**src/rtl/glyph_pkg.sv**
```systemverilog
// Shared glyph ROM geometry, character codes and the glyph bit-select helper
// for the text-mode pixel generator.
package glyph_pkg;

  localparam int GLYPH_W    = 16;
  localparam int GLYPH_H    = 32;
  localparam int GLYPH_BITS = 512;
  localparam int NUM_GLYPHS = 27;

  typedef enum logic [4:0] {
    BLANK = 5'd0,
    A = 5'd1,  B = 5'd2,  C = 5'd3,  D = 5'd4,  E = 5'd5,  F = 5'd6,
    G = 5'd7,  H = 5'd8,  I = 5'd9,  J = 5'd10, K = 5'd11, L = 5'd12,
    M = 5'd13, N = 5'd14, O = 5'd15, P = 5'd16, Q = 5'd17, R = 5'd18,
    S = 5'd19, T = 5'd20, U = 5'd21, V = 5'd22, W = 5'd23, X = 5'd24,
    Y = 5'd25, Z = 5'd26
  } glyph_code_e;

  // Rows are 16 bits wide and stacked top to bottom, so {gy,gx} is 16*gy+gx.
  function automatic logic glyph_bit(input logic [GLYPH_BITS-1:0] data,
                                     input logic [3:0] gx,
                                     input logic [4:0] gy);
    return data[{gy, gx}];
  endfunction

endpackage

```
**src/rtl/glyph_blink_timer.sv**
```systemverilog
// Cursor blink timer: counts frame starts and toggles the blink phase every
// BLINK_FRAMES frames.
module glyph_blink_timer
  import glyph_pkg::*;
#(
  parameter int BLINK_FRAMES = 30
) (
  input  logic clk,
  input  logic rst_n,
  input  logic frame_start,
  output logic blink_phase
);

  localparam int CNT_W = (BLINK_FRAMES > 1) ? $clog2(BLINK_FRAMES) : 1;
  localparam logic [CNT_W-1:0] LAST = CNT_W'(BLINK_FRAMES - 1);

  logic [CNT_W-1:0] frame_cnt;

  always_ff @(posedge clk or negedge rst_n) begin
    if (!rst_n) begin
      frame_cnt   <= '0;
      blink_phase <= 1'b0;
    end else if (frame_start) begin
      if (frame_cnt == LAST) begin
        frame_cnt   <= '0;
        blink_phase <= ~blink_phase;
      end else begin
        frame_cnt <= frame_cnt + 1'b1;
      end
    end
  end

endmodule

```
**src/rtl/glyph_renderer.sv**
```systemverilog
// Text-mode pixel generator: tile lookup, glyph bit select, cursor inversion
// and colour output, two cycles from pixel strobe to colour.
module glyph_renderer
  import glyph_pkg::*;
#(
  parameter logic [11:0] FG_RGB       = 12'hFFF,
  parameter logic [11:0] BG_RGB       = 12'h000,
  parameter int          BLINK_FRAMES = 30,
  parameter int          COLS         = 40,
  parameter int          ROWS         = 15
) (
  input  logic         clk,
  input  logic         rst_n,
  input  logic         pix_valid_i,
  input  logic [9:0]   pix_x_i,
  input  logic [9:0]   pix_y_i,
  input  logic         active_i,
  input  logic [5:0]   cursor_col_i,
  input  logic [3:0]   cursor_row_i,
  input  logic         cursor_en_i,
  output logic [9:0]   char_addr_o,
  input  logic [4:0]   char_code_i,
  output logic [9:0]   rom_addr_o,
  input  logic [511:0] rom_data_i,
  output logic [11:0]  rgb_o,
  output logic         pix_valid_o
);

  logic [5:0] col;
  logic [4:0] row;
  logic [9:0] addr_next;
  logic       in_area;
  logic       cursor_hit;
  logic       frame_start;
  logic       blink_phase;

  logic       vld_p0, vld_p1;
  logic [3:0] gx_p0, gx_p1;
  logic [4:0] gy_p0, gy_p1;
  logic       in_area_p0, in_area_p1;
  logic       inv_p0, inv_p1;

  logic       code_ok;
  logic       lit;

  assign col         = pix_x_i[9:4];
  assign row         = pix_y_i[9:5];
  assign addr_next   = 10'(row) * 10'(COLS) + 10'(col);
  assign in_area     = active_i && ({4'b0, col} < 10'(COLS)) && ({5'b0, row} < 10'(ROWS));
  assign cursor_hit  = cursor_en_i && (col == cursor_col_i) && (row == {1'b0, cursor_row_i});
  assign frame_start = pix_valid_i && (pix_x_i == 10'd0) && (pix_y_i == 10'd0);

  glyph_blink_timer #(
    .BLINK_FRAMES(BLINK_FRAMES)
  ) u_blink (
    .clk         (clk),
    .rst_n       (rst_n),
    .frame_start (frame_start),
    .blink_phase (blink_phase)
  );

  // Stage 1 -> 2: char_code_i arrives from the text buffer; ROM lookup is combinational.
  assign code_ok    = char_code_i < 5'(NUM_GLYPHS);
  assign rom_addr_o = code_ok ? {5'b0, char_code_i} : 10'd0;
  assign lit        = in_area_p1 && code_ok &&
                      (glyph_bit(rom_data_i, gx_p1, gy_p1) ^ inv_p1);

  always_ff @(posedge clk or negedge rst_n) begin
    if (!rst_n) begin
      vld_p0      <= 1'b0;
      vld_p1      <= 1'b0;
      pix_valid_o <= 1'b0;
      char_addr_o <= 10'd0;
      rgb_o       <= BG_RGB;
    end else begin
      // Stage 0: address the text buffer; blink phase sampled pre-toggle.
      vld_p0 <= pix_valid_i;
      if (pix_valid_i && in_area) char_addr_o <= addr_next;
      // Stage 1
      vld_p1 <= vld_p0;
      // Stage 2
      pix_valid_o <= vld_p1;
      if (vld_p1) rgb_o <= lit ? FG_RGB : BG_RGB;
    end
  end

  always_ff @(posedge clk) begin
    if (pix_valid_i) begin
      gx_p0      <= pix_x_i[3:0];
      gy_p0      <= pix_y_i[4:0];
      in_area_p0 <= in_area;
      inv_p0     <= cursor_hit && blink_phase;
    end
    if (vld_p0) begin
      gx_p1      <= gx_p0;
      gy_p1      <= gy_p0;
      in_area_p1 <= in_area_p0;
      inv_p1     <= inv_p0;
    end
  end

endmodule

```
**config.mk**
```make
export PLATFORM = sky130hd
export DESIGN_NAME = glyph_renderer
export DESIGN_NICKNAME = d
export VERILOG_FILES = /design/src/rtl/glyph_pkg.sv /design/src/rtl/glyph_blink_timer.sv /design/src/rtl/glyph_renderer.sv
export SDC_FILE = /design/constraint.sdc
export NUM_CORES = 1
export LEC_CHECK = 0
export BUFFER_PORTS_ARGS = -buffer_cell sky130_fd_sc_hd__buf_4
export CORE_AREA = 5 5 227 229
export CTS_CLUSTER_SIZE = 24
export DETAILED_ROUTE_END_ITERATION = 12
export DIE_AREA = 0 0 232 234
export GPL_ROUTABILITY_DRIVEN = 0
export GPL_TIMING_DRIVEN = 1
export PLACE_DENSITY = 0.45
export SYNTH_ARGS = -nofsm -noshare
export SYNTH_HDL_FRONTEND = slang
export SYNTH_HIERARCHICAL = 1
export SYNTH_SLANG_ARGS = --single-unit
```
**constraint.sdc**
```tcl
create_clock -name clk -period 3.4 [get_ports clk]
set_clock_uncertainty 0.05 [all_clocks]
set_input_delay 0.34 -clock clk [delete_from_list [all_inputs] [get_ports clk]]
set_output_delay 0.34 -clock clk [all_outputs]
set_load 0.005 [all_outputs]
```
# Word level (Yosys, flattened, before mapping)
# Index checks and enable logic that the tools add are counted.
# totals
latchBits	0
n_memories	0
wordCells	45
ram_bits	0
input_bits	552
ff_bits	53
romBits	0
output_inout_bits	33
# op_classes
addsub	2
n_mul	1
div_mod_pow	0
n_lt_le_gt_ge	4
eq_ne	3
muxes	5
reduce_logical	13
n_bitwise	2
n_shift	0
# op_table
cell	n
$logic_not 10->1	2
$mux 12	1
$add 10x6->10	1
$logic_and 1x1->1	10
$lt 9x10->1 const B	1
$mux 5	2
$bmux 1 s9	1
$mul 5x3->7 const B	1
$eq 6x6->1	1
$lt 6x6->1 const B	1
$add 5x1->5 const B	1
$eq 5x4->1	1
$eq 5x5->1 const B	1
$lt 5x4->1 const B	1
$lt 5x5->1 const B	1
$reduce_and 2->1	1
$mux 1	1
$not 1->1	1
$xor 1x1->1	1

# Longest topological paths before layout
# Gate-level depths: netlist (run 1).
# logic_depth
word_depth	5
depth_mapped	13
depth_no_buf	8

# Hierarchy
# Netlist (run 1), hierarchy kept.
# by_module_without_submodules
mod	instances	seq_area_each_um2	area_per_inst_um2	cells_per_inst
glyph_renderer	1	1011.0	6239.7	535
glyph_blink_timer	1	150.1	317.8	30

# Worst setup path before layout (run 1)
# OpenSTA, ideal clock, no wires.
# synth_path
kind	reg2reg
start	register gx_p1[0]
end	register rgb_o[10]
setup_time_ns	0.069
stages_incl_launch_ff	12
slack_ns	0.786
arrival_time_ns	2.495
required_ns	3.281
cell_sequence	edfxtp_1 -> buf_6 -> buf_6 -> buf_6 -> buf_2 -> mux4_2 -> a22oi_1 -> a21oi_1 -> nor4_1 -> nor4_1 -> a2111o_1 -> nand3_1
# synth_between
elab_chain_len	5
# synth_lines
item	line	source
from (decl)	glyph_renderer.sv:38	logic [3:0] gx_p0, gx_p1;
from (signal assigned)	glyph_renderer.sv:95	gx_p1 <= gx_p0;
$bmux 1 s9	glyph_pkg.sv:23	return data[{gy, gx}];
$mux 1 (implied by the code)	glyph_pkg.sv:23	
$xor 1x1->1	glyph_renderer.sv:66	(glyph_bit(rom_data_i, gx_p1, gy_p1) ^ inv_p1);
$logic_and 1x1->1	glyph_renderer.sv:65	assign lit = in_area_p1 && code_ok &&
$mux 12	glyph_renderer.sv:83	if (vld_p1) rgb_o <= lit ? FG_RGB : BG_RGB;
to (signal assigned)	glyph_renderer.sv:83	
to (decl)	glyph_renderer.sv:25	output logic [11:0] rgb_o,
# Every way passes these cells. The select of a mux whose other input is x is not followed.
# A chain may end at the register's enable or synchronous reset.

# Worst setup path after layout (run 1)
# layout_path
start	register gx_p1[3]
end	register rgb_o[10]
# The elaborated chain is that of the path after synthesis.

==> report_table.html, run 1 <==
<table>
<tr><th>Metric</th><th>Value</th></tr>
<tr><th colspan="2">Layout</th></tr>
<tr><td>Final Util</td><td>0.240</td></tr>
<tr><td>Fraction of final layout cells with drive strength greater than 1</td><td>0.674</td></tr>
<tr><td>Register area</td><td>0.00116 mm^2</td></tr>
<tr><td>Post-route non-filler standard cell count</td><td>1802</td></tr>
<tr><td>Fill cell total of the finished layout</td><td>5361</td></tr>
<tr><td>Number of nets in the layout</td><td>1692</td></tr>
<tr><td>Layout overhead on the synthesized area</td><td>81.3%</td></tr>
<tr><td>Area of all placed cells without fillers</td><td>0.0119 mm^2</td></tr>
<tr><td>Area of the multi-input gates</td><td>0.00494 mm^2</td></tr>
<tr><th colspan="2">STA</th></tr>
<tr><td>Least setup slack across all paths after layout</td><td>0.0937 ns</td></tr>
<tr><td>Transition at the pin with the smallest max-transition slack</td><td>0.703 ns</td></tr>
<tr><td>Min Tclk post-route</td><td>3.31 ns</td></tr>
<tr><td>Part of the cycle the worst path needs</td><td>0.972</td></tr>
<tr><td>Max-slew headroom at the worst pin</td><td>0.530</td></tr>
<tr><td>Max Clock Freq</td><td>302 MHz</td></tr>
<tr><td>Final setup violation count</td><td>0</td></tr>
<tr><td>Max-slew violation count</td><td>0</td></tr>
<tr><td>Hold Violations, Final</td><td>0</td></tr>
<tr><td>RSZ-0062 raised after global routing</td><td>no</td></tr>
<tr><th colspan="2">Worst setup path</th></tr>
<tr><td>Data arrival time of the critical path</td><td>3.41 ns</td></tr>
<tr><td>Critical path's slowest cell</td><td>sky130_fd_sc_hd__a2111oi_1</td></tr>
<tr><td>Cell with the most instances on the worst path</td><td>sky130_fd_sc_hd__nor4_1</td></tr>
<tr><td>Critical Path Source Type</td><td>flip-flop</td></tr>
<tr><td>Worst-path cell chain</td><td>buf_12, nor2b_1, a22o_1, a221oi_1, a2111oi_1, nor4_1, nor4_1, a2111o_1, nand3_1</td></tr>
<tr><td>Critical path start-end classification</td><td>flip-flop to flip-flop</td></tr>
<tr><td>Reg-to-reg slack, setup</td><td>0.09 ns</td></tr>
<tr><td>Crit path max fanout</td><td>38</td></tr>
<tr><td>End of the worst register-to-register path</td><td>rgb_o[10]</td></tr>
<tr><td>Capturing instance or port of the critical path</td><td>rgb_o[10]</td></tr>
<tr><td>Cell depth of the worst flop-to-flop path</td><td>9</td></tr>
<tr><td>Kind of end point of the critical path</td><td>flip-flop</td></tr>
<tr><td>Required time of the critical path</td><td>3.50 ns</td></tr>
<tr><td>CP startpoint</td><td>gx_p1[3]</td></tr>
<tr><td>Launch instance of the worst register-to-register path</td><td>gx_p1[3]</td></tr>
<tr><td>Slowest Stage Delay on Critical Path</td><td>0.60 ns</td></tr>
<tr><th colspan="2">GRT</th></tr>
<tr><td>Global-route usage over all layers</td><td>0.147</td></tr>
<tr><td>Vias in the first global route</td><td>8258</td></tr>
<tr><td>Wire length of the first global-routing pass</td><td>58500 um</td></tr>
<tr><td>Congestion Overflow GR</td><td>0</td></tr>
<tr><td>Maximum number of pins on one net before global-route repair</td><td>52</td></tr>
<tr><td>Number of antenna violations at the first check in global routing</td><td>2</td></tr>
<tr><th colspan="2">Synth</th></tr>
<tr><td>Unique cell type count in the Yosys netlist</td><td>64</td></tr>
<tr><td>Yosys Warn Count</td><td>6</td></tr>
<tr><td>Number of flops mapped to enable cells by yosys</td><td>22</td></tr>
<tr><td>Synth Instances</td><td>565</td></tr>
<tr><td>Count of state elements after synthesis</td><td>42</td></tr>
<tr><td>Cell Area, Synth</td><td>0.00656 mm^2</td></tr>
<tr><td>Part of the Yosys area used for sequential elements</td><td>0.177</td></tr>
<tr><td>Mean post-synth cell area</td><td>11.6 um^2</td></tr>
<tr><td>Main flop type after synthesis</td><td>sky130_fd_sc_hd__edfxtp_1</td></tr>
<tr><td>Share of synthesized registers carrying an async set or reset</td><td>0.476</td></tr>
<tr><th colspan="2">Route</th></tr>
<tr><td>DRC marker count from the first detailed-route iteration</td><td>225</td></tr>
<tr><td>DRC violations left</td><td>0</td></tr>
<tr><td>Via total after detailed routing</td><td>7666</td></tr>
<tr><td>Total length of routed wires</td><td>43400 um</td></tr>
<tr><td>WL per Instance</td><td>24.1 um</td></tr>
<tr><td>Via count normalized by instance count</td><td>4.25</td></tr>
<tr><td>First-pass detailed-route iteration total</td><td>4</td></tr>
<tr><td>Post-DRT Antenna Nets</td><td>0</td></tr>
<tr><th colspan="2">Power</th></tr>
<tr><td>Combinational cell fraction of total power</td><td>0.611</td></tr>
<tr><td>Cell Int Power</td><td>1.92 mW</td></tr>
<tr><td>Switching Share</td><td>0.351</td></tr>
<tr><td>Sequential Power Share</td><td>0.225</td></tr>
<tr><td>IR drop worst, VDD</td><td>0.000200 V</td></tr>
<tr><td>Clock power share</td><td>0.164</td></tr>
<tr><td>Leakage power</td><td>5.24 nW</td></tr>
<tr><td>Switching pwr</td><td>1.04 mW</td></tr>
<tr><td>Cell area power density</td><td>249 mW/mm^2</td></tr>
<tr><th colspan="2">Clocking</th></tr>
<tr><td>Reg clk slew, reported paths</td><td>0.07 ns</td></tr>
<tr><td>Count of H-tree levels built during CTS</td><td>2</td></tr>
<tr><td>Number of clock sinks seen by CTS</td><td>42</td></tr>
<tr><td>TritonCTS clock tree</td><td>yes</td></tr>
<tr><td>Root buf cell</td><td>sky130_fd_sc_hd__clkbuf_16</td></tr>
<tr><td>Maximum clock insertion buffer count</td><td>2</td></tr>
<tr><td>Number of buffers created by CTS</td><td>5</td></tr>
<tr><td>Latest clock arrival within the worst-skew pair</td><td>0.29 ns</td></tr>
<tr><th colspan="2">Place</th></tr>
<tr><td>Input/output buffers</td><td>579</td></tr>
<tr><td>HPWL after DPL</td><td>38500 um</td></tr>
<tr><td>Total cell area at the placement stage</td><td>0.0117 mm^2</td></tr>
<tr><td>Worst slack, placed</td><td>-0.141 ns</td></tr>
<tr><td>Number of placed instances with taps included</td><td>1789</td></tr>
<tr><th colspan="2">Die</th></tr>
<tr><td>Rows</td><td>82</td></tr>
<tr><td># IOs</td><td>585</td></tr>
<tr><td>Die extent in y</td><td>234 um</td></tr>
<tr><td>Width of the die</td><td>232 um</td></tr>
<tr><td>Floorplan Core Area</td><td>0.0495 mm^2</td></tr>
<tr><td>Die area</td><td>0.0543 mm^2</td></tr>
<tr><td>Initial Util</td><td>0.133</td></tr>
<tr><th colspan="2">Run status</th></tr>
<tr><td>Run status</td><td>finished clean</td></tr>
<tr><th colspan="2">Flow run</th></tr>
<tr><td>Max Cap Violations</td><td>0</td></tr>
<tr><th colspan="2">Worst hold path</th></tr>
<tr><td>Class of the tightest hold or removal check</td><td>input pin to flip-flop</td></tr>
<tr><td>Hold Path Origin</td><td>pix_x_i[0]</td></tr>
</table>
==> registers in the layout, indices dropped and copies added (netlist names), 4 cells and up <==
register and flops:
char_addr_o 10, gx_p0 4, gx_p1 4, gy_p0 5, gy_p1 5, u_blink/frame_cnt 5
==> power groups by stage <==
stage | sequential [mW] | combinational [mW] | clock (mW)
after floorplan | 0.646 | 0.874 | 0
after global placement | 0.676 | 1.83 | 0
after detailed placement | 0.677 | 1.84 | 0
after CTS | 0.668 | 1.85 | 0.504
after global routing | 0.676 | 1.95 | 0.522
final | 0.665 | 1.81 | 0.484
==> layout by cell type, fill, tap and decap left out, types with 10 or more instances in the layout <==
master,Yosys,layout
sky130_fd_sc_hd__ha_1,11,11
sky130_fd_sc_hd__edfxtp_1,22,22
sky130_fd_sc_hd__a21oi_1,18,18
sky130_fd_sc_hd__nor2_1,22,22
sky130_fd_sc_hd__nand2_1,33,33
sky130_fd_sc_hd__nor3_1,11,11
sky130_fd_sc_hd__o22ai_1,10,10
sky130_fd_sc_hd__o21ai_0,15,15
sky130_fd_sc_hd__buf_4,21,609
sky130_fd_sc_hd__nor4_1,13,11
sky130_fd_sc_hd__xor2_1,14,14
sky130_fd_sc_hd__dfrtp_1,20,20
sky130_fd_sc_hd__mux2_2,19,19
sky130_fd_sc_hd__mux4_2,107,107
sky130_fd_sc_hd__mux2i_1,47,47
sky130_fd_sc_hd__a22oi_1,10,10
==> synth_stat cells (11+ instances only) <==
cell / number / area share
sky130_fd_sc_hd__buf_4: 21 / 0.024
sky130_fd_sc_hd__clkbuf_1: 19 / 0.011
sky130_fd_sc_hd__nor4_1: 13 / 0.012
sky130_fd_sc_hd__edfxtp_1: 22 / 0.10
sky130_fd_sc_hd__a21oi_1: 18 / 0.014
sky130_fd_sc_hd__nor3_1: 11 / 0.0084
sky130_fd_sc_hd__mux4_2: 107 / 0.37
sky130_fd_sc_hd__o21ai_0: 15 / 0.011
sky130_fd_sc_hd__xor2_1: 14 / 0.019
sky130_fd_sc_hd__dfrtp_1: 20 / 0.076
sky130_fd_sc_hd__ha_1: 11 / 0.021
sky130_fd_sc_hd__nor2_1: 22 / 0.013
sky130_fd_sc_hd__mux2i_1: 47 / 0.072
sky130_fd_sc_hd__nand2_1: 33 / 0.019
sky130_fd_sc_hd__buf_6: 12 / 0.021
sky130_fd_sc_hd__mux2_2: 19 / 0.033
sky130_fd_sc_hd__buf_2: 16 / 0.012
==> area by class of cell <==
class	count	share of cell area
Tap cell	672	0.0707
Multi-Input combinational cell	449	0.416
Sequential cell	42	0.0977
Clock inverter	3	0.00200
Inverter	10	0.00316
Timing Repair Buffer	619	0.400
Antenna cell	2	0.000421
Clock buffer	5	0.0105
==> per-layer routing <==
metal  track usage  share of wire
met1         0.178           0.39
met2         0.278           0.53
met3        0.0266          0.066
met4        0.0205          0.010
met5             0              0
==> what timing repair did <==
| action | CTS | global route |
|---|---|---|
| endpoints found under the hold margin | 20 | 0 |
| cloned | 0 | 0 |
| setup buffers | 1 | 1 |
| hold buffers | 1 | 0 |
| gates resized for setup | 2 | 2 |
| endpoints found under the setup margin | 1 | 1 |
| pin swaps | 1 | 1 |
==> cell families after synthesis <==
kind of cell             synth area share
XOR/XNOR                           0.0240
multiplexers                        0.474
flip-flops                          0.177
other                            0.000572
AND/OR/NAND/NOR                     0.104
adder cells (fa/ha/maj)            0.0271
buffers and inverters              0.0735
AO/OA/AOI/OAI                       0.121
==> worst min path at each step <==
stage	slack [ns]	end	cells past startpoint
global route	0.19	gy_p0[1]	1
global placement	0.22	pix_valid_o	1
floorplan	-0.006	char_addr_o[0]	0
finish	0.20	gx_p0[0]	1
detailed placement	0.21	pix_valid_o	1
CTS	0.19	gy_p0[1]	1
==> critical path, delay by kind of cell, from the launching register on <==
kind,cells,cell delay [ns]
AOI/OAI and AO/OA,4,1.15
buffers and inverters,1,0.26
DFF,1,0.51
and+or+nand+nor,4,1.18
==> stage by stage <==
| stage | total power [mW] | hold WS (ns) | TNS (ns) |
|---|---|---|---|
| finish | 2.96 | 0.199 | 0 |
| global route | 3.15 | 0.191 | 0 |
| CTS | 3.02 | 0.193 | 0 |
| detailed placement | 2.52 | 0.214 | -0.141 |
| global placement | 2.51 | 0.215 | -0.165 |
| floorplan | 1.52 | -0.00559 | 0 |
(Power assumes the default switching activity.)
==> inputs of run 2 (changes only) <==
- ABC_AREA: default -> 1
- CORE_AREA: 5 5 227 229 -> 5 5 222 224
- DIE_AREA: 0 0 232 234 -> 0 0 227 229
- GPL_ROUTABILITY_DRIVEN: 0 -> default
- PLACE_DENSITY: 0.45 -> 0.48
==> report_table.html, run 2 <==
<table>
<tr><th>Metric</th><th>Value</th></tr>
<tr><th colspan="2">Worst setup path</th></tr>
<tr><td>Critical path's slowest cell</td><td>sky130_fd_sc_hd__edfxtp_1 (was sky130_fd_sc_hd__a2111oi_1)</td></tr>
<tr><td>Critical Path Source Type</td><td>flip-flop (unchanged)</td></tr>
<tr><td>Required time of the critical path</td><td>3.52 ns (was 3.50 ns)</td></tr>
<tr><td>Launch instance of the worst register-to-register path</td><td>gx_p1[0] (was gx_p1[3])</td></tr>
<tr><td>Crit path max fanout</td><td>73 (was 38)</td></tr>
<tr><td>CP startpoint</td><td>gx_p1[0] (was gx_p1[3])</td></tr>
<tr><td>Data arrival time of the critical path</td><td>3.00 ns (was 3.41 ns)</td></tr>
<tr><td>Slowest Stage Delay on Critical Path</td><td>0.56 ns (was 0.60 ns)</td></tr>
<tr><td>Kind of end point of the critical path</td><td>flip-flop (unchanged)</td></tr>
<tr><td>Cell with the most instances on the worst path</td><td>sky130_fd_sc_hd__nand3_1 (was sky130_fd_sc_hd__nor4_1)</td></tr>
<tr><td>Reg-to-reg slack, setup</td><td>0.52 ns (was 0.09 ns)</td></tr>
<tr><td>Cell depth of the worst flop-to-flop path</td><td>15 (was 9)</td></tr>
<tr><td>Critical path start-end classification</td><td>flip-flop to flip-flop (unchanged)</td></tr>
<tr><td>End of the worst register-to-register path</td><td>rgb_o[10] (unchanged)</td></tr>
<tr><td>Worst-path cell chain</td><td>inv_8, buf_4, nand2_1, nand3_1, nand3_1, nand3_1, nand3_1, nand3_1, nand2_1, nand2_1, nand3_1, nand3b_1, nand3_1, nand3_1, nand2_1 (was buf_12, nor2b_1, a22o_1, a221oi_1, a2111oi_1, nor4_1, nor4_1, a2111o_1, nand3_1)</td></tr>
<tr><th colspan="2">Layout</th></tr>
<tr><td>Register containing the most flip-flops in the final layout</td><td>char_addr_o (unchanged)</td></tr>
<tr><td>Leading cell types in the layout, fill and taps excluded</td><td>sky130_fd_sc_hd__buf_4 (605), sky130_fd_sc_hd__nand2_1 (580), sky130_fd_sc_hd__nand3_1 (509) (was sky130_fd_sc_hd__buf_4 (609), sky130_fd_sc_hd__mux4_2 (107), sky130_fd_sc_hd__mux2i_1 (47))</td></tr>
<tr><td>Post-route non-filler standard cell count</td><td>2478 (was 1802)</td></tr>
<tr><td>Most common cell after layout, fill and taps aside</td><td>sky130_fd_sc_hd__buf_4 (unchanged)</td></tr>
<tr><td>Number of nets in the layout</td><td>2425 (was 1692)</td></tr>
<tr><td>Layout overhead on the synthesized area</td><td>65.5% (was 81.3%)</td></tr>
<tr><td>Max FFs per register</td><td>10 (unchanged)</td></tr>
<tr><td>Area of all placed cells without fillers</td><td>0.0122 mm^2 (was 0.0119 mm^2)</td></tr>
<tr><td>Fraction of final layout cells with drive strength greater than 1</td><td>0.338 (was 0.674)</td></tr>
<tr><th colspan="2">Route</th></tr>
<tr><td>Total length of routed wires</td><td>52500 um (was 43400 um)</td></tr>
<tr><td>WL per Instance</td><td>21.2 um (was 24.1 um)</td></tr>
<tr><td>Post-DRT Antenna Nets</td><td>0 (unchanged)</td></tr>
<tr><td>DRC violations left</td><td>0 (unchanged)</td></tr>
<tr><td>Via total after detailed routing</td><td>11.4k (was 7666)</td></tr>
<tr><td>Via count normalized by instance count</td><td>4.58 (was 4.25)</td></tr>
<tr><td>First-pass detailed-route iteration total</td><td>5 (was 4)</td></tr>
<tr><td>DRC marker count from the first detailed-route iteration</td><td>699 (was 225)</td></tr>
<tr><th colspan="2">Clocking</th></tr>
<tr><td>Maximum clock insertion buffer count</td><td>2 (unchanged)</td></tr>
<tr><td>TritonCTS clock tree</td><td>yes (unchanged)</td></tr>
<tr><td>Latest clock arrival within the worst-skew pair</td><td>0.29 ns (about the same)</td></tr>
<tr><td>Count of H-tree levels built during CTS</td><td>2 (unchanged)</td></tr>
<tr><td>Root buf cell</td><td>sky130_fd_sc_hd__clkbuf_16 (unchanged)</td></tr>
<tr><td>Number of buffers created by CTS</td><td>5 (unchanged)</td></tr>
<tr><td>Number of clock sinks seen by CTS</td><td>42 (unchanged)</td></tr>
<tr><td>Reg clk slew, reported paths</td><td>0.06 ns (was 0.07 ns)</td></tr>
<tr><td>Post CTS Setup Buffer Count</td><td>0 (was 1)</td></tr>
<tr><th colspan="2">Die</th></tr>
<tr><td>Die area</td><td>0.0520 mm^2 (was 0.0543 mm^2)</td></tr>
<tr><td>Initial Util</td><td>0.157 (was 0.133)</td></tr>
<tr><td>Die extent in y</td><td>229 um (was 234 um)</td></tr>
<tr><td>Width of the die</td><td>227 um (was 232 um)</td></tr>
<tr><td>Rows</td><td>80 (was 82)</td></tr>
<tr><td># IOs</td><td>585 (unchanged)</td></tr>
<tr><td>Floorplan Core Area</td><td>0.0471 mm^2 (was 0.0495 mm^2)</td></tr>
<tr><th colspan="2">Worst hold path</th></tr>
<tr><td>Hold worst-path end</td><td>gx_p0[2] (was gx_p0[0])</td></tr>
<tr><td>Instance count along the most critical hold path</td><td>1 (unchanged)</td></tr>
<tr><td>Class of the tightest hold or removal check</td><td>input pin to flip-flop (unchanged)</td></tr>
<tr><td>Hold Path Origin</td><td>pix_x_i[2] (was pix_x_i[0])</td></tr>
<tr><th colspan="2">Place</th></tr>
<tr><td>Routability cong.</td><td>0.886</td></tr>
<tr><td>Number of placed instances with taps included</td><td>2467 (was 1789)</td></tr>
<tr><td>Input/output buffers</td><td>579 (unchanged)</td></tr>
<tr><td>Total cell area at the placement stage</td><td>0.0121 mm^2 (was 0.0117 mm^2)</td></tr>
<tr><td>HPWL after DPL</td><td>42200 um (was 38500 um)</td></tr>
<tr><th colspan="2">Power</th></tr>
<tr><td>Leakage power</td><td>6.28 nW (was 5.24 nW)</td></tr>
<tr><td>IR drop worst, VDD</td><td>0.000182 V (was 0.000200 V)</td></tr>
<tr><td>Overall power of the completed layout</td><td>3.11 mW (was 2.96 mW)</td></tr>
<tr><td>Cell area power density</td><td>254 mW/mm^2 (was 249 mW/mm^2)</td></tr>
<tr><th colspan="2">GRT</th></tr>
<tr><td>Global-route usage over all layers</td><td>0.187 (was 0.147)</td></tr>
<tr><td>Maximum number of pins on one net before global-route repair</td><td>111 (was 52)</td></tr>
<tr><td>Congestion Overflow GR</td><td>0 (unchanged)</td></tr>
<tr><td>Vias in the first global route</td><td>11.6k (was 8258)</td></tr>
<tr><td>Number of antenna violations at the first check in global routing</td><td>1 (was 2)</td></tr>
<tr><td>Wire length of the first global-routing pass</td><td>74200 um (was 58500 um)</td></tr>
<tr><th colspan="2">STA</th></tr>
<tr><td>Max-slew headroom at the worst pin</td><td>0.481 (was 0.530)</td></tr>
<tr><td>Hold Violations, Final</td><td>0 (unchanged)</td></tr>
<tr><td>Max Clock Freq</td><td>348 MHz (was 302 MHz)</td></tr>
<tr><td>Transition at the pin with the smallest max-transition slack</td><td>0.778 ns (was 0.703 ns)</td></tr>
<tr><td>Final setup violation count</td><td>0 (unchanged)</td></tr>
<tr><td>Min Tclk post-route</td><td>2.88 ns (was 3.31 ns)</td></tr>
<tr><td>Max-slew violation count</td><td>0 (unchanged)</td></tr>
<tr><td>Part of the cycle the worst path needs</td><td>0.846 (was 0.972)</td></tr>
<tr><td>Setup total negative slack</td><td>0 ns (unchanged)</td></tr>
<tr><td>RSZ-0062 raised after global routing</td><td>no (unchanged)</td></tr>
<tr><th colspan="2">Flow run</th></tr>
<tr><td>Max Cap Violations</td><td>0 (unchanged)</td></tr>
<tr><th colspan="2">Synth</th></tr>
<tr><td>Top post-synthesis cells by count</td><td>sky130_fd_sc_hd__nand2_1 (580), sky130_fd_sc_hd__nand3_1 (509), sky130_fd_sc_hd__buf_2 (53) (was sky130_fd_sc_hd__mux4_2 (107), sky130_fd_sc_hd__mux2i_1 (47), sky130_fd_sc_hd__nand2_1 (33))</td></tr>
<tr><td>Mean post-synth cell area</td><td>5.43 um^2 (was 11.6 um^2)</td></tr>
<tr><td>Most common cell in the synthesized netlist</td><td>sky130_fd_sc_hd__nand2_1 (was sky130_fd_sc_hd__mux4_2)</td></tr>
<tr><td>Number of flops mapped to enable cells by yosys</td><td>22 (unchanged)</td></tr>
<tr><td>Area share of the largest cell type after synthesis</td><td>0.345 (was 0.367)</td></tr>
<tr><td>Library cell with the largest summed area after synthesis</td><td>sky130_fd_sc_hd__nand3_1 (was sky130_fd_sc_hd__mux4_2)</td></tr>
<tr><td>Synth Instances</td><td>1360 (was 565)</td></tr>
<tr><td>Cell Area, Synth</td><td>0.00739 mm^2 (was 0.00656 mm^2)</td></tr>
<tr><td>Main flop type after synthesis</td><td>sky130_fd_sc_hd__edfxtp_1 (unchanged)</td></tr>
<tr><td>Count of state elements after synthesis</td><td>42 (unchanged)</td></tr>
<tr><td>Yosys Warn Count</td><td>6 (unchanged)</td></tr>
<tr><td>Share of synthesized registers carrying an async set or reset</td><td>0.476 (unchanged)</td></tr>
<tr><td>Part of the Yosys area used for sequential elements</td><td>0.157 (was 0.177)</td></tr>
<tr><td>Top cells by area, synth</td><td>sky130_fd_sc_hd__nand3_1 (34%), sky130_fd_sc_hd__nand2_1 (29%), sky130_fd_sc_hd__edfxtp_1 (8.9%) (was sky130_fd_sc_hd__mux4_2 (37%), sky130_fd_sc_hd__edfxtp_1 (10%), sky130_fd_sc_hd__dfrtp_1 (7.6%))</td></tr>
<tr><td>Unique cell type count in the Yosys netlist</td><td>33 (was 64)</td></tr>
<tr><th colspan="2">Run status</th></tr>
<tr><td>Run status</td><td>finished clean (unchanged)</td></tr>
</table>
run 2: cell types whose count changed in the layout (fill, tap and decap cells not counted), moves of 9 or more:
cell and change:
sky130_fd_sc_hd__nand2_1 +547, sky130_fd_sc_hd__nand3_1 +500, sky130_fd_sc_hd__mux4_2 -107, sky130_fd_sc_hd__mux2i_1 -47, sky130_fd_sc_hd__mux2_2 -19, sky130_fd_sc_hd__a21oi_1 -17, sky130_fd_sc_hd__inv_1 +17, sky130_fd_sc_hd__a22oi_1 -10
sky130_fd_sc_hd__nor3_1 -10, sky130_fd_sc_hd__o22ai_1 -9
run 2: worst max-delay path by stage:
| stage | slack [ns] | cells after the start | end |
|---|---|---|---|
| detailed placement | 0.48 | 15 | rgb_o[10] |
| global route | 0.24 | 15 | rgb_o[10] |
| global placement | 0.47 | 15 | rgb_o[10] |
| floorplan | 1.41 | 7 | char_addr_o[9] |
| finish | 0.52 | 15 | rgb_o[10] |
| CTS | 0.47 | 15 | rgb_o[10] |
run 2: through the flow:
| stage | hold slack, ns | utilization | worst slack, ns |
|---|---|---|---|
| 2_1_floorplan | -0.00559 | - | 1.41 |
| 6_report | 0.206 | 0.259 | 0.524 |
| 3_3_place_gp | 0.203 | 0.256 | 0.469 |
| 3_5_place_dp | 0.201 | 0.256 | 0.483 |
| 5_1_grt | 0.202 | 0.259 | 0.244 |
| 4_1_cts | 0.198 | 0.259 | 0.473 |
run 2: logic make-up after synthesis:
| family | synth area share |
|---|---|
| xor gates and xnor gates | 0.0142 |
| adders and majority gates | 0.0240 |
| DFF | 0.157 |
| other | 0.000507 |
| and+or+nand+nor | 0.661 |
| AOI/OAI and AO/OA | 0.0130 |
| buffers and inverters | 0.131 |
run 2: worst max-delay path, delay by kind of cell (launching register included):
family | cells | cell delay [ns]
DFF | 1 | 0.56
buffers and inverters | 2 | 0.77
and+or+nand+nor | 13 | 1.32
run 2: layer usage:
layer  track usage  up-vias  wire, um
li1              -     5514         -
met1         0.237     5308     21900
met2         0.325      476     25200
met3        0.0455       54      4370
met4        0.0335        0      1020
met5             0        -         0
run 2: cell type report:
class | instances | area, um^2
Inverter | 30 | 123
Fill cell | 5392 | 34900
Sequential cell | 42 | 1160
Multi-Input combinational cell | 1166 | 5280
Clock buffer | 7 | 154
Timing Repair Buffer | 615 | 4730
Tap cell | 615 | 769
Antenna cell | 2 | 5.00
Clock inverter | 1 | 6.26
run 2: report_power, final:
group / internal [mW] / switching (mW) / leakage, nW
sequential: 0.598 / 0.0526 / 0.472
clock: 0.318 / 0.199 / 0.0796
combinational: 0.886 / 1.06 / 5.73
total: 1.80 / 1.31 / 6.28
run 2: timing repair:
action	4_1_cts	5_1_grt
hold buffers	1	0
setup endpoints to repair	0	0
resized for setup	0	0
hold endpoints to repair	20	0
==> inputs of run 3 (changes only) <==
- ABC_AREA: 1 -> 0
- CORE_AREA: 5 5 222 224 -> 5 5 226 228
- DIE_AREA: 0 0 227 229 -> 0 0 231 233
- PLACE_DENSITY: 0.48 -> 0.46
- clock period: 3.4 -> 2.5 ns (I/O delays scaled with it)
==> report_table.html, run 3 (synthesis results as in run 1) <==
<table>
<tr><th>Metric</th><th>Value</th></tr>
<tr><th colspan="2">Run status</th></tr>
<tr><td>Run status</td><td>finished with violations (was finished clean)</td></tr>
<tr><td>Violated checks</td><td>setup timing</td></tr>
<tr><th colspan="2">Clocking</th></tr>
<tr><td>Latest clock arrival within the worst-skew pair</td><td>0.29 ns (about the same)</td></tr>
<tr><td>Number of buffers created by CTS</td><td>5 (unchanged)</td></tr>
<tr><td>Root buf cell</td><td>sky130_fd_sc_hd__clkbuf_16 (unchanged)</td></tr>
<tr><td>Maximum clock insertion buffer count</td><td>2 (unchanged)</td></tr>
<tr><td>Number of clock sinks seen by CTS</td><td>42 (unchanged)</td></tr>
<tr><td>Reg clk slew, reported paths</td><td>0.07 ns (was 0.06 ns)</td></tr>
<tr><td>TritonCTS clock tree</td><td>yes (unchanged)</td></tr>
<tr><td>Count of H-tree levels built during CTS</td><td>2 (unchanged)</td></tr>
<tr><th colspan="2">STA</th></tr>
<tr><td>Final setup violation count</td><td>1 (was 0)</td></tr>
<tr><td>Max Clock Freq</td><td>344 MHz (was 348 MHz)</td></tr>
<tr><td>Setup total negative slack</td><td>-0.408 ns (was 0 ns)</td></tr>
<tr><td>Max-slew headroom at the worst pin</td><td>0.609 (was 0.481)</td></tr>
<tr><td>Least setup slack across all paths after layout</td><td>-0.408 ns (was 0.524 ns)</td></tr>
<tr><td>Max-slew violation count</td><td>0 (unchanged)</td></tr>
<tr><td>Min Tclk post-route</td><td>2.91 ns (was 2.88 ns)</td></tr>
<tr><td>Hold WS</td><td>0.112 ns (was 0.206 ns)</td></tr>
<tr><td>Transition at the pin with the smallest max-transition slack</td><td>0.585 ns (was 0.778 ns)</td></tr>
<tr><td>RSZ-0062 raised after global routing</td><td>yes (was no)</td></tr>
<tr><td>Part of the cycle the worst path needs</td><td>1.16 (was 0.846)</td></tr>
<tr><td>Hold Violations, Final</td><td>0 (unchanged)</td></tr>
<tr><th colspan="2">GRT</th></tr>
<tr><td>Wire length of the first global-routing pass</td><td>62100 um (was 74200 um)</td></tr>
<tr><td>Vias in the first global route</td><td>8917 (was 11.6k)</td></tr>
<tr><td>Congestion Overflow GR</td><td>0 (unchanged)</td></tr>
<tr><td>Maximum number of pins on one net before global-route repair</td><td>29 (was 111)</td></tr>
<tr><td>Number of antenna violations at the first check in global routing</td><td>2 (was 1)</td></tr>
<tr><td>Global-route usage over all layers</td><td>0.156 (was 0.187)</td></tr>
<tr><th colspan="2">Worst setup path</th></tr>
<tr><td>Critical path start-end classification</td><td>flip-flop to flip-flop (unchanged)</td></tr>
<tr><td>Number of buffer and inverter instances along the worst setup path</td><td>5 (was 2)</td></tr>
<tr><td>Cell with the most instances on the worst path</td><td>sky130_fd_sc_hd__buf_4 (was sky130_fd_sc_hd__nand3_1)</td></tr>
<tr><td>Cell depth of the worst flop-to-flop path</td><td>13 (was 15)</td></tr>
<tr><td>Number of gates on the worst path with buffers counted</td><td>13 (was 15)</td></tr>
<tr><td>Worst-path cell chain</td><td>buf_6, buf_16, buf_4, bufbuf_16, buf_4, mux4_2, mux2i_1, mux2_2, o21ai_1, a21oi_2, nor4_4, a2111o_1, nand3_2 (was inv_8, buf_4, nand2_1, nand3_1, nand3_1, nand3_1, nand3_1, nand3_1, nand2_1, nand2_1, nand3_1, nand3b_1, nand3_1, nand3_1, nand2_1)</td></tr>
<tr><td>Slowest Stage Delay on Critical Path</td><td>0.42 ns (was 0.56 ns)</td></tr>
<tr><td>Crit path max fanout</td><td>7 (was 73)</td></tr>
<tr><td>Critical path's slowest cell</td><td>sky130_fd_sc_hd__edfxtp_1 (unchanged)</td></tr>
<tr><td>Required time of the critical path</td><td>2.62 ns (was 3.52 ns)</td></tr>
<tr><td>Data arrival time of the critical path</td><td>3.03 ns (was 3.00 ns)</td></tr>
<tr><td>Kind of end point of the critical path</td><td>flip-flop (unchanged)</td></tr>
<tr><td>Gate family responsible for the most delay along the worst path</td><td>buffers and inverters (was simple AND/OR/NAND/NOR gates)</td></tr>
<tr><td>Critical Path Source Type</td><td>flip-flop (unchanged)</td></tr>
<tr><th colspan="2">Die</th></tr>
<tr><td># IOs</td><td>585 (unchanged)</td></tr>
<tr><td>Die area</td><td>0.0538 mm^2 (was 0.0520 mm^2)</td></tr>
<tr><td>Die extent in y</td><td>233 um (was 229 um)</td></tr>
<tr><td>Rows</td><td>81 (was 80)</td></tr>
<tr><td>Initial Util</td><td>0.135 (was 0.157)</td></tr>
<tr><td>Width of the die</td><td>231 um (was 227 um)</td></tr>
<tr><td>Floorplan Core Area</td><td>0.0486 mm^2 (was 0.0471 mm^2)</td></tr>
<tr><th colspan="2">Layout</th></tr>
<tr><td>Leading cell types in the layout, fill and taps excluded</td><td>sky130_fd_sc_hd__buf_4 (666), sky130_fd_sc_hd__mux4_2 (107), sky130_fd_sc_hd__mux2i_1 (46) (was sky130_fd_sc_hd__buf_4 (605), sky130_fd_sc_hd__nand2_1 (580), sky130_fd_sc_hd__nand3_1 (509))</td></tr>
<tr><td>Register containing the most flip-flops in the final layout</td><td>char_addr_o (unchanged)</td></tr>
<tr><td>Number of nets in the layout</td><td>1766 (was 2425)</td></tr>
<tr><td>Layout overhead on the synthesized area</td><td>95.4% (was 65.5%)</td></tr>
<tr><td>Max FFs per register</td><td>10 (unchanged)</td></tr>
<tr><td>Fraction of final layout cells with drive strength greater than 1</td><td>0.714 (was 0.338)</td></tr>
<tr><td>Most common cell after layout, fill and taps aside</td><td>sky130_fd_sc_hd__buf_4 (unchanged)</td></tr>
<tr><td>Area of all placed cells without fillers</td><td>0.0128 mm^2 (was 0.0122 mm^2)</td></tr>
<tr><th colspan="2">Route</th></tr>
<tr><td>Total length of routed wires</td><td>45100 um (was 52500 um)</td></tr>
<tr><td>WL per Instance</td><td>24.7 um (was 21.2 um)</td></tr>
<tr><td>First-pass detailed-route iteration total</td><td>4 (was 5)</td></tr>
<tr><td>DRC marker count from the first detailed-route iteration</td><td>407 (was 699)</td></tr>
<tr><td>Via total after detailed routing</td><td>7923 (was 11.4k)</td></tr>
<tr><td>DRC violations left</td><td>0 (unchanged)</td></tr>
<tr><td>Post-DRT Antenna Nets</td><td>0 (unchanged)</td></tr>
<tr><td>Via count normalized by instance count</td><td>4.34 (was 4.58)</td></tr>
<tr><th colspan="2">Worst hold path</th></tr>
<tr><td>Instance count along the most critical hold path</td><td>1 (unchanged)</td></tr>
<tr><td>Class of the tightest hold or removal check</td><td>input pin to flip-flop (unchanged)</td></tr>
<tr><th colspan="2">Power</th></tr>
<tr><td>Leakage power</td><td>5.75 nW (was 6.28 nW)</td></tr>
<tr><td>Overall power of the completed layout</td><td>4.34 mW (was 3.11 mW)</td></tr>
<tr><td>Cell area power density</td><td>339 mW/mm^2 (was 254 mW/mm^2)</td></tr>
<tr><td>IR drop worst, VDD</td><td>0.000228 V (was 0.000182 V)</td></tr>
<tr><th colspan="2">Place</th></tr>
<tr><td>Total cell area at the placement stage</td><td>0.0122 mm^2 (was 0.0121 mm^2)</td></tr>
<tr><td>Routability cong.</td><td>0.893 (was 0.886)</td></tr>
<tr><td>HPWL after DPL</td><td>39200 um (was 42200 um)</td></tr>
<tr><td>Input/output buffers</td><td>579 (unchanged)</td></tr>
<tr><th colspan="2">Flow run</th></tr>
<tr><td>Max Cap Violations</td><td>0 (unchanged)</td></tr>
</table>
## run 3: worst paths after layout
check                            from                   end  slack, ns
setup / recovery             gx_p1[0]             rgb_o[10]      -0.41
hold / removal             pix_y_i[0]              gy_p0[0]       0.11
max in group asynchronous       rst_n  u_blink/frame_cnt[1]       1.80
setup reg to reg             gx_p1[0]             rgb_o[10]      -0.41
min in group asynchronous       rst_n             rgb_o[10]       0.34
hold reg to reg              gx_p0[3]              gx_p1[3]       0.37
## run 3: stage by stage
stage               std cells   util  worst slack [ns]
finish                   1826  0.263            -0.408
global route             1825  0.263            -0.546
CTS                      1824  0.262            -0.457
detailed placement       1799  0.250            -0.892
global placement         1799  0.250            -0.827
floorplan                 569      -           0.00108
## run 3: metal layers
| layer | part of all wire | track usage | up-vias |
|---|---|---|---|
| met2 | 0.54 | 0.296 | 372 |
| met5 | 0 | 0 | - |
| li1 | - | - | 3612 |
| met3 | 0.063 | 0.0298 | 22 |
| met1 | 0.39 | 0.186 | 3917 |
| met4 | 0.013 | 0.0225 | 0 |
## run 3: cell type report
type / count / area [um^2]
fill: 5205 / 35800
timing repair buffer: 693 / 5550
multi-input combinational: 449 / 5140
sequential: 42 / 1160
tap: 622 / 778
clock buffer: 5 / 125
inverter: 10 / 37.5
clock inverter: 3 / 21.3
antenna: 2 / 5.00
## run 3: power breakdown
group | leakage, nW | internal (mW) | switching, mW
Clock | 0.0698 | 0.370 | 0.286
Sequential | 0.460 | 0.816 | 0.0725
Combinational | 5.22 | 1.67 | 1.13
Total | 5.75 | 2.85 | 1.49
## run 3: timing repair
action	in CTS	in global routing
pin swaps	18	3
endpoints found under the hold margin	20	0
setup endpoints to repair	1	1
hold buffers	1	0
resized for setup	43	6
gates cloned	4	0
buffers inserted	13	0
